### src/rtl/udp_tx_pkg.sv
// udp_tx_pkg: shared state type and constants for the GMII UDP transmit scheduler.
package udp_tx_pkg;
   typedef enum logic [1:0] {IDLE, START, WAIT_DONE, GAP} state_e;
   localparam int SEQ_W         = 16;
   localparam int LEN_W         = 16;
   localparam int PKT_BYTES_DEF = 1440;
endpackage

### src/rtl/udp_tx_gap_timer.sv
// udp_tx_gap_timer: loadable down-counter; tc is high while the count sits at zero.
module udp_tx_gap_timer #(
   parameter int W = 15
) (
   input  logic         clk,
   input  logic         rst_n,
   input  logic         load,
   input  logic [W-1:0] load_val,
   input  logic         en,
   output logic         tc
);
   logic [W-1:0] cnt_q, cnt_d;
   assign tc = cnt_q == '0;
   always_comb cnt_d = load ? load_val : (en && !tc) ? cnt_q - 1'b1 : cnt_q;
   always_ff @(posedge clk or negedge rst_n)
      if (!rst_n) cnt_q <= '0;
      else        cnt_q <= cnt_d;
endmodule

### src/rtl/udp_tx_scheduler.sv
// udp_tx_scheduler: starts GMII UDP packets from the video FIFO level, stamps sequence numbers, enforces IPG and done timeout.
// Define UDP_TX_SEQ_FRAME_RESET_EN to restart pkt_seq at 0 for every frame.
module udp_tx_scheduler
   import udp_tx_pkg::*;
#(
   parameter int PKT_BYTES      = PKT_BYTES_DEF,
   parameter int FIFO_AW        = 12,
   parameter int IPG_CYCLES     = 24,
   parameter int TIMEOUT_CYCLES = 20000
) (
   input  logic             GMII_GTXCLK,
   input  logic             rst_n,
   input  logic [FIFO_AW:0] fifo_level,
   input  logic             frame_eof,
   input  logic             send_done,
   output logic             send_start,
   output logic [LEN_W-1:0] send_len,
   output logic [SEQ_W-1:0] pkt_seq,
   output logic             busy,
   output logic             timeout_err
);
   localparam int TW = $clog2((TIMEOUT_CYCLES > IPG_CYCLES ? TIMEOUT_CYCLES : IPG_CYCLES) + 1);
   localparam logic [FIFO_AW:0] FULL_LVL = (FIFO_AW+1)'(PKT_BYTES);

   state_e           state_q, state_d;
   logic [LEN_W-1:0] len_q, len_d;
   logic [SEQ_W-1:0] seq_q, seq_d, seq_gap, seq_idle;
   logic             tail_q, tail_d, terr_q, terr_d;
   logic             tmr_load, tmr_tc, lvl_full, lvl_zero;
   logic [TW-1:0]    tmr_val;

   assign lvl_full = fifo_level >= FULL_LVL;
   assign lvl_zero = fifo_level == '0;

`ifdef UDP_TX_SEQ_FRAME_RESET_EN
   // Remembers whether the packet in flight closes a frame.
   logic tpkt_q, tpkt_d;
   always_comb tpkt_d = (state_q == IDLE) ? !lvl_full : tpkt_q;
   always_ff @(posedge GMII_GTXCLK or negedge rst_n)
      if (!rst_n) tpkt_q <= 1'b0;
      else        tpkt_q <= tpkt_d;
   assign seq_gap  = tpkt_q ? '0 : seq_q + 1'b1;
   assign seq_idle = (tail_q && !frame_eof) ? '0 : seq_q;
`else
   assign seq_gap  = seq_q + 1'b1;
   assign seq_idle = seq_q;
`endif

   always_comb begin
      state_d  = state_q;
      len_d    = len_q;
      seq_d    = seq_q;
      tail_d   = tail_q | frame_eof;
      terr_d   = terr_q;
      tmr_load = 1'b0;
      tmr_val  = TW'(IPG_CYCLES - 1);
      case (state_q)
         IDLE: begin
            if (lvl_full) begin
               state_d = START;
               len_d   = LEN_W'(PKT_BYTES);
            end else if (tail_q && !lvl_zero) begin
               state_d = START;
               len_d   = LEN_W'(fifo_level);
               tail_d  = frame_eof;
            end else if (lvl_zero) begin
               seq_d  = seq_idle;
               tail_d = frame_eof;
            end
         end
         START: begin
            state_d  = WAIT_DONE;
            tmr_load = 1'b1;
            tmr_val  = TW'(TIMEOUT_CYCLES - 1);
         end
         WAIT_DONE:
            if (send_done || tmr_tc) begin
               state_d  = GAP;
               seq_d    = seq_gap;
               terr_d   = terr_q | !send_done;
               tmr_load = 1'b1;
            end
         default:
            if (tmr_tc) state_d = IDLE;
      endcase
   end

   always_ff @(posedge GMII_GTXCLK or negedge rst_n)
      if (!rst_n) begin
         state_q <= IDLE;
         len_q   <= '0;
         seq_q   <= '0;
         tail_q  <= 1'b0;
         terr_q  <= 1'b0;
      end else begin
         state_q <= state_d;
         len_q   <= len_d;
         seq_q   <= seq_d;
         tail_q  <= tail_d;
         terr_q  <= terr_d;
      end

   udp_tx_gap_timer #(.W(TW)) u_timer (
      .clk      (GMII_GTXCLK),
      .rst_n    (rst_n),
      .load     (tmr_load),
      .load_val (tmr_val),
      .en       (busy),
      .tc       (tmr_tc)
   );

   assign send_start  = state_q == START;
   assign busy        = state_q != IDLE;
   assign send_len    = len_q;
   assign pkt_seq     = seq_q;
   assign timeout_err = terr_q;
endmodule

### config.mk
export PLATFORM = sky130hd
export DESIGN_NAME = udp_tx_scheduler
export DESIGN_NICKNAME = d
export VERILOG_FILES = /design/src/rtl/udp_tx_pkg.sv /design/src/rtl/udp_tx_gap_timer.sv /design/src/rtl/udp_tx_scheduler.sv
export SDC_FILE = /design/constraint.sdc
export NUM_CORES = 1
export LEC_CHECK = 0
export BUFFER_PORTS_ARGS = -buffer_cell sky130_fd_sc_hd__clkbuf_2
export CAP_MARGIN = 20
export CORE_ASPECT_RATIO = 1.5
export CORE_MARGIN = 2
export CORE_UTILIZATION = 55
export CTS_CLUSTER_SIZE = 25
export DETAILED_ROUTE_END_ITERATION = 16
export MAX_ROUTING_LAYER = met4
export PLACE_DENSITY_LB_ADDON = 0.15
export SLEW_MARGIN = 20
export SYNTH_ARGS = -nofsm -noshare
export SYNTH_HDL_FRONTEND = slang
export SYNTH_SLANG_ARGS = --single-unit
### constraint.sdc
create_clock -name GMII_GTXCLK -period 6.4 [get_ports GMII_GTXCLK]
set_clock_uncertainty 0.2 [all_clocks]
set_input_delay 1.28 -clock GMII_GTXCLK [delete_from_list [all_inputs] [get_ports GMII_GTXCLK]]
set_output_delay 1.28 -clock GMII_GTXCLK [all_outputs]
set_load 0.03 [all_outputs]
## Word-level counts from Yosys, hierarchy flattened

Cells that the tools add are included.

| word-level totals | value |
|---|---|
| flip-flop bits (word level) | 51 |
| output and inout port bits | 35 |
| word-level logic and storage cells | 47 |

| operators by class | value |
|---|---|
| add/subtract/negate cells | 2 |
| order comparisons | 1 |
| equal/unequal tests | 4 |
| mux-type cells | 16 |
| bitwise gates (word level) | 2 |
| reduce and logical (&&, ||, !) cells | 16 |

Operators by type and width:

| operator | number |
|---|---|
| 15-bit two-way mux | 3 |
| 16-bit two-way mux | 2 |
| 16-bit by 1-bit adder with 16-bit output (second input constant) | 1 |
| 15-bit logical NOT | 1 |
| 15-bit by 1-bit subtractor with 15-bit output (second input constant) | 1 |
| 13-bit by 11-bit greater-or-equal comparator with 1-bit output (second input constant) | 1 |
| 13-bit logical NOT | 1 |
| 2-bit two-way mux | 4 |
| 2-bit one-hot mux with 3 select lines | 1 |
| 2-bit nonzero test | 3 |
| 1-bit two-way mux | 5 |
| 2-bit AND reduction | 2 |
| 4-bit nonzero test | 1 |
| 1-bit logical NOT | 3 |
| 3-bit != test (second input constant) | 1 |
| 3-bit AND reduction | 1 |
| 2-bit by 1-bit equality test with 1-bit output (second input constant) | 1 |
| 2-bit equality test (second input constant) | 1 |
| 1-bit logical AND | 2 |
| 2-bit logical NOT | 1 |
| 2-bit != test (second input constant) | 1 |
| 1-bit OR | 2 |
| 1-bit one-hot mux with 2 select lines | 1 |
| 1-bit logical OR | 1 |

## Longest topological paths before layout

Gate-level depths: netlist of the first run.

| depth | value |
|---|---|
| depth in word-level cells | 6 |
| depth in mapped cells | 8 |
| gate-level depth less buffers | 6 |

## Cells and area by module

From an unflattened synthesis of the first run, not the netlist that was laid out.

| unflattened totals | value |
|---|---|
| cell total of the unflattened synthesis | 241 |
| area total of the unflattened synthesis | 2484.9 um^2 |

By module, submodules not included:

| module | instances | cells each | area each (um^2) | seq. area each (um^2) |
|---|---|---|---|---|
| udp_tx_scheduler | 1 | 129 | 1532.7 | 825.8 |
| udp_tx_gap_timer | 1 | 112 | 952.2 | 375.4 |

## Worst setup path before layout of the first run

No wires, ideal clock.

| path | value |
|---|---|
| path type | input to register |
| start point | input fifo_level[0] |
| end point | register state_q[1] |
| arrival | 2480 ps |
| required time | 6075 ps |
| path slack | 3595 ps |
| cell stages on the path | 4 |
| path buffers | 0 |
| cells stage by stage | nor4_1 -> a41oi_1 -> o32ai_1 -> mux2_2 |

| on the way | value |
|---|---|
| longest elaborated chain between the ends | 5 |

Ends and longest elaborated chain:

| element | RTL line | RTL |
|---|---|---|
| start: declaration | udp_tx_scheduler.sv:13 | `input logic [FIFO_AW:0] fifo_level,` |
| branches (longest 5 deep; another with 13-bit by 11-bit greater-or-equal comparator with 1-bit output) | n/a |  |
| end signal: assignment | udp_tx_scheduler.sv:96 | `state_q <= state_d;` |
| end: declaration | udp_tx_scheduler.sv:25 | `state_e state_q, state_d;` |

Several ways; the timed one is not identified.
A chain may end at the register's enable or synchronous reset.

## Worst setup path after layout of the first run

| path | value |
|---|---|
| start point | register state_q[0] |
| end point | output busy |

| on the way | value |
|---|---|
| longest elaborated chain between the ends | 1 |

Ends and longest elaborated chain:

| element | RTL line | RTL |
|---|---|---|
| 2-bit nonzero test | udp_tx_scheduler.sv:113 | `assign busy = state_q != IDLE;` |
| end: declaration | udp_tx_scheduler.sv:19 | `output logic busy,` |

Every way passes these cells.

==> summary.md, run 1 <==
| Metric | Value |
|---|---|
| Drt drc | `0` |
| Wire length per cell | `approximately 16 µm` |
| Clock Path Buffers | `2` |
| H-Tree Depth | `2` |
| Largest net degree at the start of global routing | `49` |
| Fill cells | `380` |
| Hold Vio Cnt, Final | `0` |
| Vias in the first global route | `between 1.5k and 2k` |
| Placed wire-length estimate | `about 3800 µm` |
| CP endpoint kind | `output pin` |
| Sequential area share after synthesis | `47.5%` |
| WL final | `~5400 µm` |
| Placed Area | `between 2000 and 3000 µm²` |
| Setup violators final | `0` |
| Syn avg cell area | `roughly 10 µm²` |
| Core Util, Final | `approximately 64%` |
| WP buf/inv | `3` |
| Critical path cell sequence | `inv_1 > ha_1 > inv_1 > clkbuf_2` |
| DRT antenna net count | `0` |
| Core Region | `~4500 µm²` |
| Die area | `between 5000 and 6000 µm²` |
| Clock Tree Root | `clkbuf_8` |
| Fmax | `0.304 GHz` |
| Hold path startpoint | `pkt_seq[15]` |
| Hold Buf Count CTS | `0` |
| # Post-CTS Setup Buffers | `0` |
| Slew @ Worst Pin | `between 0.6 and 0.7 ns` |
| Max VDD drop | `between 0.0003 and 0.0004 V` |
| Clock-pin slew on the worst setup and hold paths | `about 0.080 ns` |
| Die height | `87.0 µm` |
| CTS tree | `yes` |
| Initial DRC Count | `52` |
| Max_slew headroom | `55.8%` |
| Tot Pwr | `~1.2 mW` |
| First-pass GRT wire length | `about 9100 µm` |
| Die width | `slightly below 60 µm` |
| Via/cell ratio | `a little over 6` |
| Post_cts resized | `0` |
| Status | `completed` |
| R2r startpoint | `u_timer.cnt_q[0]` |
| Row count | `30` |
| Vias | `2,095` |
| Slowest CP cell | `ha_1` |
| CP startpoint kind | `register` |
| TNS Setup | `0 ns` |
| Biggest cell delay along the critical path | `roughly 0.54 ns` |
| Grt total ovfl | `0` |
| FF-to-FF path depth | `6` |
| RSZ-0062 raised after global routing | `no` |
| Slew Limit Fails | `0` |
| Synthesized area | `~2500 µm²` |
| CP required | `a little under 5 ns` |
| Critical Path Stages | `4` |
| Crit path top cell by count | `inv_1` |
| GRT Overall Usage | `23.5%` |
| Part of the cycle the worst path needs | `51.3%` |
| Antenna cells | `0` |
| Initial antenna violation count | `0` |
| RD Place Congestion | `a little under 0.8` |
| DR pass1 iterations | `5` |
| Area delta synth->final | `13.6%` |
| Post-Syn Instances | `247` |
| Power Density | `~400 nW/µm²` |
| Hold Path Class | `reg -> reg` |
| Clock tree sinks | `48` |
| Leakage | `roughly 1.3 nW` |
| WS Path Type | `reg -> out` |
| Area share of the largest cell type after synthesis | `a little under half` |
| Net count, final | `roughly 320` |
| Clk_lat worst skew | `0.29 ns` |
| Max Fanout on Critical Path | `19` |
| Yosys top cell by area | `dfrtp_1` |
| Arr. time, crit path | `between 1.5 and 2 ns` |
| PortBufs | `between 40 and 50` |
| Hold Path Depth | `1` |
| Netlist cell types | `45` |
| Crit path launch | `state_q[0]` |
| Synthesized flop and latch total | `48` |
| Cell family with most CP delay | `buffers and inverters` |
| IO Pins | `52` |
| Crit path time final | `approximately 3.3 ns` |
| CTS buffer count | `5` |
| Layout cells sized above 1 | `22.5%` |
| Initial core utilization | `between 50% and 60%` |
| Post-route cell area | `roughly 2900 µm²` |
| Synth top area cells | `dfrtp_1 (48%), xnor2_1 (4.8%), ha_1 (3.0%)` |
| YS warnings | `0` |
| Min Hold Slack | `between 0.2 and 0.3 ns` |
| Max capacitance violation total | `0` |
==> logic make-up after synthesis <==
kind of cell,synth area share (%)
AO/OA/AOI/OAI,18.0
XOR/XNOR,5.20
multiplexers,1.68
AND/OR/NAND/NOR,20.6
adder cells (fa/ha/maj),2.97
flip-flops,47.5
buffers and inverters,3.91
other,0.148
==> where the power goes <==
group	internal (mW)	switching, mW
combinational	0.183	0.331
sequential	0.384	0.0767
clock	0.0883	0.0941
total	0.655	0.501
==> worst register-to-register path, delay by kind of cell (launching register included) <==
family	cells	cell delay, ns
fa+ha+maj	1	0.19
buf+inv	1	0.08
flops	1	0.39
compound gates	2	0.60
simple gates	2	1.20
==> sequential cells by signal, indices dropped and copies added, names as in the netlist <==
name,count
state_q,2
tail_q,1
u_timer.cnt_q,15
send_len,13
pkt_seq,16
timeout_err,1
==> layer usage <==
metal	wire, µm	share of wire [%]	global-route usage (%)
met5	0	0	-
met4	29	0.54	6.20
met3	97	1.8	4.01
met2	2860	53	38.0
met1	2370	44	30.3
==> final timing paths <==
check	to	slack, ns
setup / recovery	busy	3.11
hold reg to reg	pkt_seq[15]	0.29
min in group asynchronous	u_timer.cnt_q[11]	0.86
max in group asynchronous	u_timer.cnt_q[6]	4.71
hold / removal	pkt_seq[15]	0.29
setup reg to reg	u_timer.cnt_q[14]	3.62
==> cell usage after synthesis <==
cell type / n
clkbuf_1: 9
dfrtp_1: 48
a22o_1: 7
buf_4: 4
o22a_1: 4
xnor2_1: 14
a211oi_2: 1
a21oi_1: 3
and2_1: 4
nor4b_1: 1
or4_1: 9
nor2_1: 13
o21bai_1: 2
o21ai_0: 11
inv_1: 8
mux2i_1: 2
or3_1: 7
or2_2: 2
o31ai_1: 3
o31a_1: 1
o21a_1: 3
conb_1: 1
nor4_4: 1
nand4_1: 5
o21ai_1: 1
a21o_1: 2
ha_1: 6
a41oi_1: 1
mux2_2: 2
a211oi_1: 7
a21oi_2: 1
or4b_4: 1
o211ai_1: 7
xor2_1: 1
nor4_1: 6
nand3_1: 8
or4_4: 2
nor3_1: 10
nand2_1: 13
nand2b_1: 1
o2111a_1: 1
and3_1: 7
o32ai_1: 1
o2111ai_1: 5
buf_2: 1
==> area by class of cell <==
type	instances	area [µm²]	share of cell area [%]
multi-input combinational	179	1240	43.0
sequential	48	1200	41.8
timing repair buffer	50	255	8.89
clock buffer	8	90.1	3.14
tap	48	60.1	2.09
inverter	8	30.0	1.05
==> per-stage QoR <==
stage	setup slack (ns)	std cells
after floorplan	3.60	249
after global routing	2.90	341
after CTS	3.11	341
after global placement	3.39	333
final	3.11	341
after detailed placement	3.32	333
==> layout by cell type, fill, tap and decap left out, types with 2 or more instances in the layout <==
master     instances
a211oi_1           7
a21o_1             2
a21oi_1            3
a22o_1             7
and2_1             4
and3_1             7
buf_4              2
clkbuf_1           2
clkbuf_2          48
clkbuf_8           6
conb_1             3
dfrtp_1           48
ha_1               6
inv_1              8
mux2_2             2
mux2i_1            2
nand2_1           13
nand3_1            8
nand4_1            5
nor2_1            13
nor3_1            10
nor4_1             6
o2111ai_1          5
o211ai_1           7
o21a_1             3
o21ai_0           11
o21bai_1           2
o22a_1             4
o31ai_1            3
or2_2              2
or3_1              7
or4_1              9
or4_4              2
xnor2_1           14
(Power assumes the default switching activity.)
==> run 2, diff against run 1 <==
- CORE_UTILIZATION: 55 -> 49
- clock period: 6.4 -> 2.7 ns (I/O delays scaled with it)
==> run 2 against run 1 <==
Effect of this change: sequential power rose by 140%; critical path depth rose by 2; wire length rose by 5.7%; critical path type is now reg -> reg; largest power group unchanged.
==> summary.md, run 2 (synthesis results as in run 1) <==
| Metric | Value |
|---|---|
| Status | `completed (unchanged)` |
| Largest net degree at the start of global routing | `49 (unchanged)` |
| WS Path Type | `reg -> reg (was reg -> out)` |
| Slowest CP cell | `or4b_4 (was ha_1)` |
| Max FFs per register | `16 (unchanged)` |
| Clock Tree Root | `clkbuf_8 (unchanged)` |
| FF-to-FF path depth | `6 (unchanged)` |
| Clock tree sinks | `48 (unchanged)` |
| Die area | `5760 µm² (was 5170 µm²)` |
| DR pass1 iterations | `4 (was 5)` |
| Max_slew headroom | `56.8% (was 55.8%)` |
| Die height | `92.0 µm (was 87.0 µm)` |
| Initial core utilization | `50.1% (was 56.6%)` |
| Net count, final | `328 (was 315)` |
| Core Region | `5040 µm² (was 4470 µm²)` |
| IO Pins | `52 (unchanged)` |
| Tot Pwr | `2.93 mW (was 1.16 mW)` |
| Reg-to-reg slack, setup | `0.15 ns (was 3.62 ns)` |
| Finished Layout Cells | `374 (was 341)` |
| CTS buffer count | `5 (unchanged)` |
| Min Hold Slack | `0.129 ns (was 0.286 ns)` |
| Die width | `62.7 µm (was 59.4 µm)` |
| Initial DRC Count | `124 (was 52)` |
| Post-route cell area | `3020 µm² (was 2870 µm²)` |
| Placed Cells | `366 (was 333)` |
| H-Tree Depth | `2 (unchanged)` |
| Critical path cell sequence | `inv_1 > ha_2 > or4b_4 > or4_4 > or4_4 > a211oi_2 (was inv_1 > ha_1 > inv_1 > clkbuf_2)` |
| Hold Path Class | `in -> async (was reg -> reg)` |
| Drt drc | `0 (unchanged)` |
| Max VDD drop | `0.000551 V (was 0.000366 V)` |
| R2r startpoint | `u_timer.cnt_q[0] (unchanged)` |
| Setup violators final | `0 (unchanged)` |
| DRT antenna net count | `0 (unchanged)` |
| Biggest cell delay along the critical path | `0.51 ns (was 0.54 ns)` |
| Vias in the first global route | `2,061 (was 1,994)` |
| Vias | `2,136 (was 2,095)` |
| Clock-pin slew on the worst setup and hold paths | `0.09 ns (was 0.08 ns)` |
| Part of the cycle the worst path needs | `between 90% and 100%` |
| CTS tree | `yes (unchanged)` |
| Wire length per cell | `15.1 µm (was 15.7 µm)` |
| Power Density | `971 nW/µm² (was 402 nW/µm²)` |
| Placed Area | `2910 µm² (was 2780 µm²)` |
| Leakage | `1.35 nW (was 1.27 nW)` |
| Post-place setup slack | `0.0820 ns (was 3.32 ns)` |
| CP endpoint kind | `register (was output pin)` |
| RD Place Congestion | `0.873 (was 0.777)` |
| RSZ-0062 raised after global routing | `no (unchanged)` |
| Clock Path Buffers | `2 (unchanged)` |
| Hold Buf Count CTS | `0 (unchanged)` |
| Slew @ Worst Pin | `0.648 ns (was 0.662 ns)` |
| Initial antenna violation count | `0 (unchanged)` |
| Fmax | `approximately 0.4 GHz` |
| Crit path top cell by count | `or4_4 (was inv_1)` |
| FF-to-FF End | `u_timer.cnt_q[12] (was u_timer.cnt_q[14])` |
| WL final | `5660 µm (was 5360 µm)` |
| Via/cell ratio | `5.71 (was 6.14)` |
| Final setup margin | `0.147 ns (was 3.11 ns)` |
| Area delta synth->final | `19.4% (was 13.6%)` |
| Max Fanout on Critical Path | `6 (was 19)` |
| GRT Overall Usage | `21.8% (was 23.5%)` |
| Crit path time final | `approximately 2.6 ns` |
| Commonest cells after routing, fill and taps aside | `clkbuf_2 (48), dfrtp_1 (48), buf_4 (15), xnor2_1 (14) (was clkbuf_2 (48), dfrtp_1 (48), xnor2_1 (14), nor2_1 (13), nand2_1 (13))` |
| TNS Setup | `0 ns (unchanged)` |
| Arr. time, crit path | `2.57 ns (was 1.81 ns)` |
| CP required | `2.72 ns (was 4.92 ns)` |
| Slew Limit Fails | `0 (unchanged)` |
| Row count | `32 (was 30)` |
| Layout cells sized above 1 | `26.8% (was 22.5%)` |
| First-pass GRT wire length | `9580 µm (was 9140 µm)` |
| Grt total ovfl | `0 (unchanged)` |
| Max capacitance violation total | `0 (unchanged)` |
| Placed wire-length estimate | `4130 µm (was 3800 µm)` |
| Antenna cells | `0 (unchanged)` |
| CP startpoint kind | `register (unchanged)` |
| PortBufs | `48 (unchanged)` |
| Core Util, Final | `59.8% (was 64.3%)` |
| Clk_lat worst skew | `0.30 ns (was 0.29 ns)` |
| Hold Vio Cnt, Final | `0 (unchanged)` |
[run 2: how the worst max path moves through the flow]
| stage | endpoint | startpoint | slack, ns | cells past startpoint |
|---|---|---|---|---|
| final | u_timer.cnt_q[12] | u_timer.cnt_q[0] | 0.15 | 6 |
| after CTS | u_timer.cnt_q[12] | u_timer.cnt_q[0] | 0.05 | 6 |
| after global routing | u_timer.cnt_q[7] | u_timer.cnt_q[0] | 0.04 | 7 |
| after floorplan | u_timer.cnt_q[12] | u_timer.cnt_q[0] | 0.17 | 6 |
| after global placement | u_timer.cnt_q[12] | u_timer.cnt_q[0] | 0.13 | 6 |
| after detailed placement | u_timer.cnt_q[12] | u_timer.cnt_q[0] | 0.08 | 6 |
[run 2: area by class of cell]
type                    count  area (µm²)
repair buffers             63         353
inverters                   8        30.0
clock inverters             2        35.0
clock buffers               6        72.6
multi-input cells         179        1240
well taps                  68        85.1
fillers                   506        2030
flip-flops and latches     48        1200
[run 2: where the power goes]
part	internal [mW]	total [mW]	switching, mW	leakage [nW]
Combinational	0.503	1.32	0.819	0.693
Sequential	0.910	1.09	0.184	0.598
Clock	0.275	0.516	0.241	0.0552
[run 2: per-layer routing]
metal,vias up,share of wire [%],track usage [%]
li1,1040,-,-
met2,41,52,36.0
met5,-,0,-
met1,1042,42,25.7
met3,13,3.1,4.17
met4,0,2.8,9.81
[run 2: what timing repair did]
item,in CTS,in global routing
setup endpoints to repair,0,11
gates resized for setup,0,2
setup buffers,0,0
[run 2: worst max-delay path, delay by kind of cell (launching register included)]
family / cells / cell delay [ns]
DFF: 1 / 0.39
adders and majority gates: 1 / 0.19
buffers and inverters: 1 / 0.08
and+or+nand+nor: 3 / 1.37
AOI/OAI and AO/OA: 1 / 0.22
==> run 3, diff against run 2 <==
- CORE_UTILIZATION: 49 -> 55
- CTS_BUF_LIST: default -> sky130_fd_sc_hd__clkbuf_8
- REMOVE_ABC_BUFFERS: default -> 1
- clock period: 2.7 -> 2.5 ns (I/O delays scaled with it)
==> run 3 against run 2 <==
Effect of this change: the run now ends with negative setup slack left; non-clock buffer count is 25 higher; worst setup slack got worse by 0.20 ns; critical path depth grew 1; register-to-register slack got worse by 0.20 ns; cell area up 11%; global-route usage is 3.5 points higher; final cell count grew 1.3%; hold slack worse by 0.049 ns; clock-buffer cell count shrank 1.
==> summary.md, run 3 (synthesis results as in run 1) <==
| Metric | Value |
|---|---|
| Initial antenna violation count | `0 (unchanged)` |
| WS Path Type | `reg -> reg (unchanged)` |
| Hold Buf Count CTS | `0 (unchanged)` |
| RD Place Congestion | `0.866 (was 0.873)` |
| Die area | `5170 µm² (was 5760 µm²)` |
| CP endpoint kind | `register (unchanged)` |
| IO Pins | `52 (unchanged)` |
| Placed wire-length estimate | `4300 µm (was 4130 µm)` |
| Post-place setup slack | `-0.0840 ns (was 0.0820 ns)` |
| Hold Path Class | `in -> async (unchanged)` |
| PortBufs | `48 (unchanged)` |
| Clock share of power | `19.2% (was 17.6%)` |
| Core Util, Final | `75.1% (was 59.8%)` |
| Psw | `1.47 mW (was 1.24 mW)` |
| Largest net degree at the start of global routing | `49 (unchanged)` |
| Arr. time, crit path | `2.58 ns (was 2.57 ns)` |
| Crit path time final | `2.55 ns (about the same)` |
| Leakage | `1.51 nW (was 1.35 nW)` |
| Clock Tree Root | `clkbuf_8 (unchanged)` |
| Reg power frac | `32.5% (was 37.3%)` |
| Logic gate share of total power | `48.3% (was 45.1%)` |
| Commonest cells after routing, fill and taps aside | `clkbuf_2 (48), dfrtp_1 (48), buf_4 (33), xnor2_1 (14) (was clkbuf_2 (48), dfrtp_1 (48), buf_4 (15), xnor2_1 (14))` |
| CP required | `2.53 ns (was 2.72 ns)` |
| Grt total ovfl | `0 (unchanged)` |
| Status | `finished with violations (was completed)` |
| Slew Limit Fails | `0 (unchanged)` |
| CTS buffer count | `5 (unchanged)` |
| Sw frac | `41.2% (was 42.4%)` |
| H-Tree Depth | `2 (unchanged)` |
| Drt drc | `0 (unchanged)` |
| Layout cells sized above 1 | `36.6% (was 26.8%)` |
| Net count, final | `353 (was 328)` |
| Max Fanout on Critical Path | `4 (was 6)` |
| Clk_lat worst skew | `0.32 ns (was 0.30 ns)` |
| Max FFs per register | `16 (unchanged)` |
| Row count | `30 (was 32)` |
| Fmax | `0.392 GHz (about the same)` |
| Max VDD drop | `0.000695 V (was 0.000551 V)` |
| CTS tree | `yes (unchanged)` |
| Via/cell ratio | `5.97 (was 5.71)` |
| Final setup margin | `-0.0525 ns (was 0.147 ns)` |
| CP startpoint kind | `register (unchanged)` |
| First-pass GRT wire length | `9650 µm (was 9580 µm)` |
| Failing checks | `negative setup slack` |
| Vias | `2,262 (was 2,136)` |
| Tot Pwr | `3.56 mW (was 2.93 mW)` |
| Antenna cells | `0 (unchanged)` |
| Power Density | `1060 nW/µm² (was 971 nW/µm²)` |
| RSZ-0062 raised after global routing | `yes (was no)` |
| Core Region | `4470 µm² (was 5040 µm²)` |
| DRT antenna net count | `0 (unchanged)` |
| Vias in the first global route | `2,147 (was 2,061)` |
| Clock tree sinks | `48 (unchanged)` |
| Slew @ Worst Pin | `0.630 ns (was 0.648 ns)` |
| DR pass1 iterations | `4 (unchanged)` |
| GRT Overall Usage | `25.3% (was 21.8%)` |
| Max capacitance violation total | `0 (unchanged)` |
| Die height | `87.0 µm (was 92.0 µm)` |
| Clock Path Buffers | `2 (unchanged)` |
| Initial DRC Count | `62 (was 124)` |
| Wire length per cell | `16.8 µm (was 15.1 µm)` |
| Die width | `59.4 µm (was 62.7 µm)` |
| Setup violators final | `2 (was 0)` |
| Hold Vio Cnt, Final | `0 (unchanged)` |
| Area delta synth->final | `32.6% (was 19.4%)` |
| Initial core utilization | `56.6% (was 50.1%)` |
| Part of the cycle the worst path needs | `102% (was 94.6%)` |
| WL final | `6380 µm (was 5660 µm)` |
| Max_slew headroom | `57.6% (was 56.8%)` |
| Clock-pin slew on the worst setup and hold paths | `0.09 ns (about the same)` |
| Pint | `2.09 mW (was 1.69 mW)` |
run 3: layout make-up:
type	instances	area, µm²
Clock inverter	3	68.8
Sequential cell	48	1200
Clock buffer	5	68.8
Tap cell	48	60.1
Inverter	8	30.0
Multi-Input combinational cell	179	1330
Fill cell	306	1110
Timing Repair Buffer	88	597
run 3: timing repair:
action	CTS	global route
setup buffers	3	3
gates resized for setup	9	18
gates cloned	0	2
setup endpoints to repair	17	30
pin swaps	2	8
run 3: layer usage:
| metal | vias up | part of all wire (%) | track usage [%] |
|---|---|---|---|
| met5 | - | 0 | - |
| met4 | 0 | 2.9 | 9.30 |
| met3 | 15 | 3.3 | 4.31 |
| met2 | 51 | 53 | 43.5 |
| met1 | 1107 | 40 | 28.8 |
| li1 | 1089 | - | - |
run 3: path summary, 6_finish.rpt:
check	cells past startpoint	endpoint	slack [ns]	start
max	7	u_timer.cnt_q[8]	-0.05	u_timer.cnt_q[1]
min	2	u_timer.cnt_q[3]	0.08	rst_n
max reg2reg	7	u_timer.cnt_q[8]	-0.05	u_timer.cnt_q[1]
min reg2reg	1	pkt_seq[15]	0.27	pkt_seq[15]
max in group asynchronous	2	pkt_seq[14]	1.61	rst_n
min in group GMII_GTXCLK	2	tail_q	0.17	frame_eof
run 3: power groups by stage:
| stage | sequential, mW | clock (mW) | combinational, mW |
|---|---|---|---|
| floorplan | 1.35 | 0 | 0.785 |
| global placement | 1.16 | 0 | 1.55 |
| detailed placement | 1.16 | 0 | 1.56 |
| CTS | 1.15 | 0.690 | 1.61 |
| global route | 1.19 | 0.717 | 1.86 |
| finish | 1.16 | 0.682 | 1.72 |
run 3: through the flow:
step           std cells  instance area (µm²)  hold WS [ns]  TNS [ns]
3_5_place_dp         363                 3010         0.262    -0.371
2_1_floorplan        235                 2470       0.00441     -7.05
5_1_grt              379                 3350         0.145    -0.704
6_report             379                 3350        0.0803   -0.0735
4_1_cts              374                 3200        0.0977   -0.0421
3_3_place_gp         363                 3010         0.259         0
run 3: critical path: stages, from the launching register on:
cell and delay, ns:
dfrtp_1 0.41, inv_2 0.10, ha_4 0.13, or4b_4 0.48, buf_6 0.15, or4_4 0.47, or3_4 0.34, a211oi_2 0.18
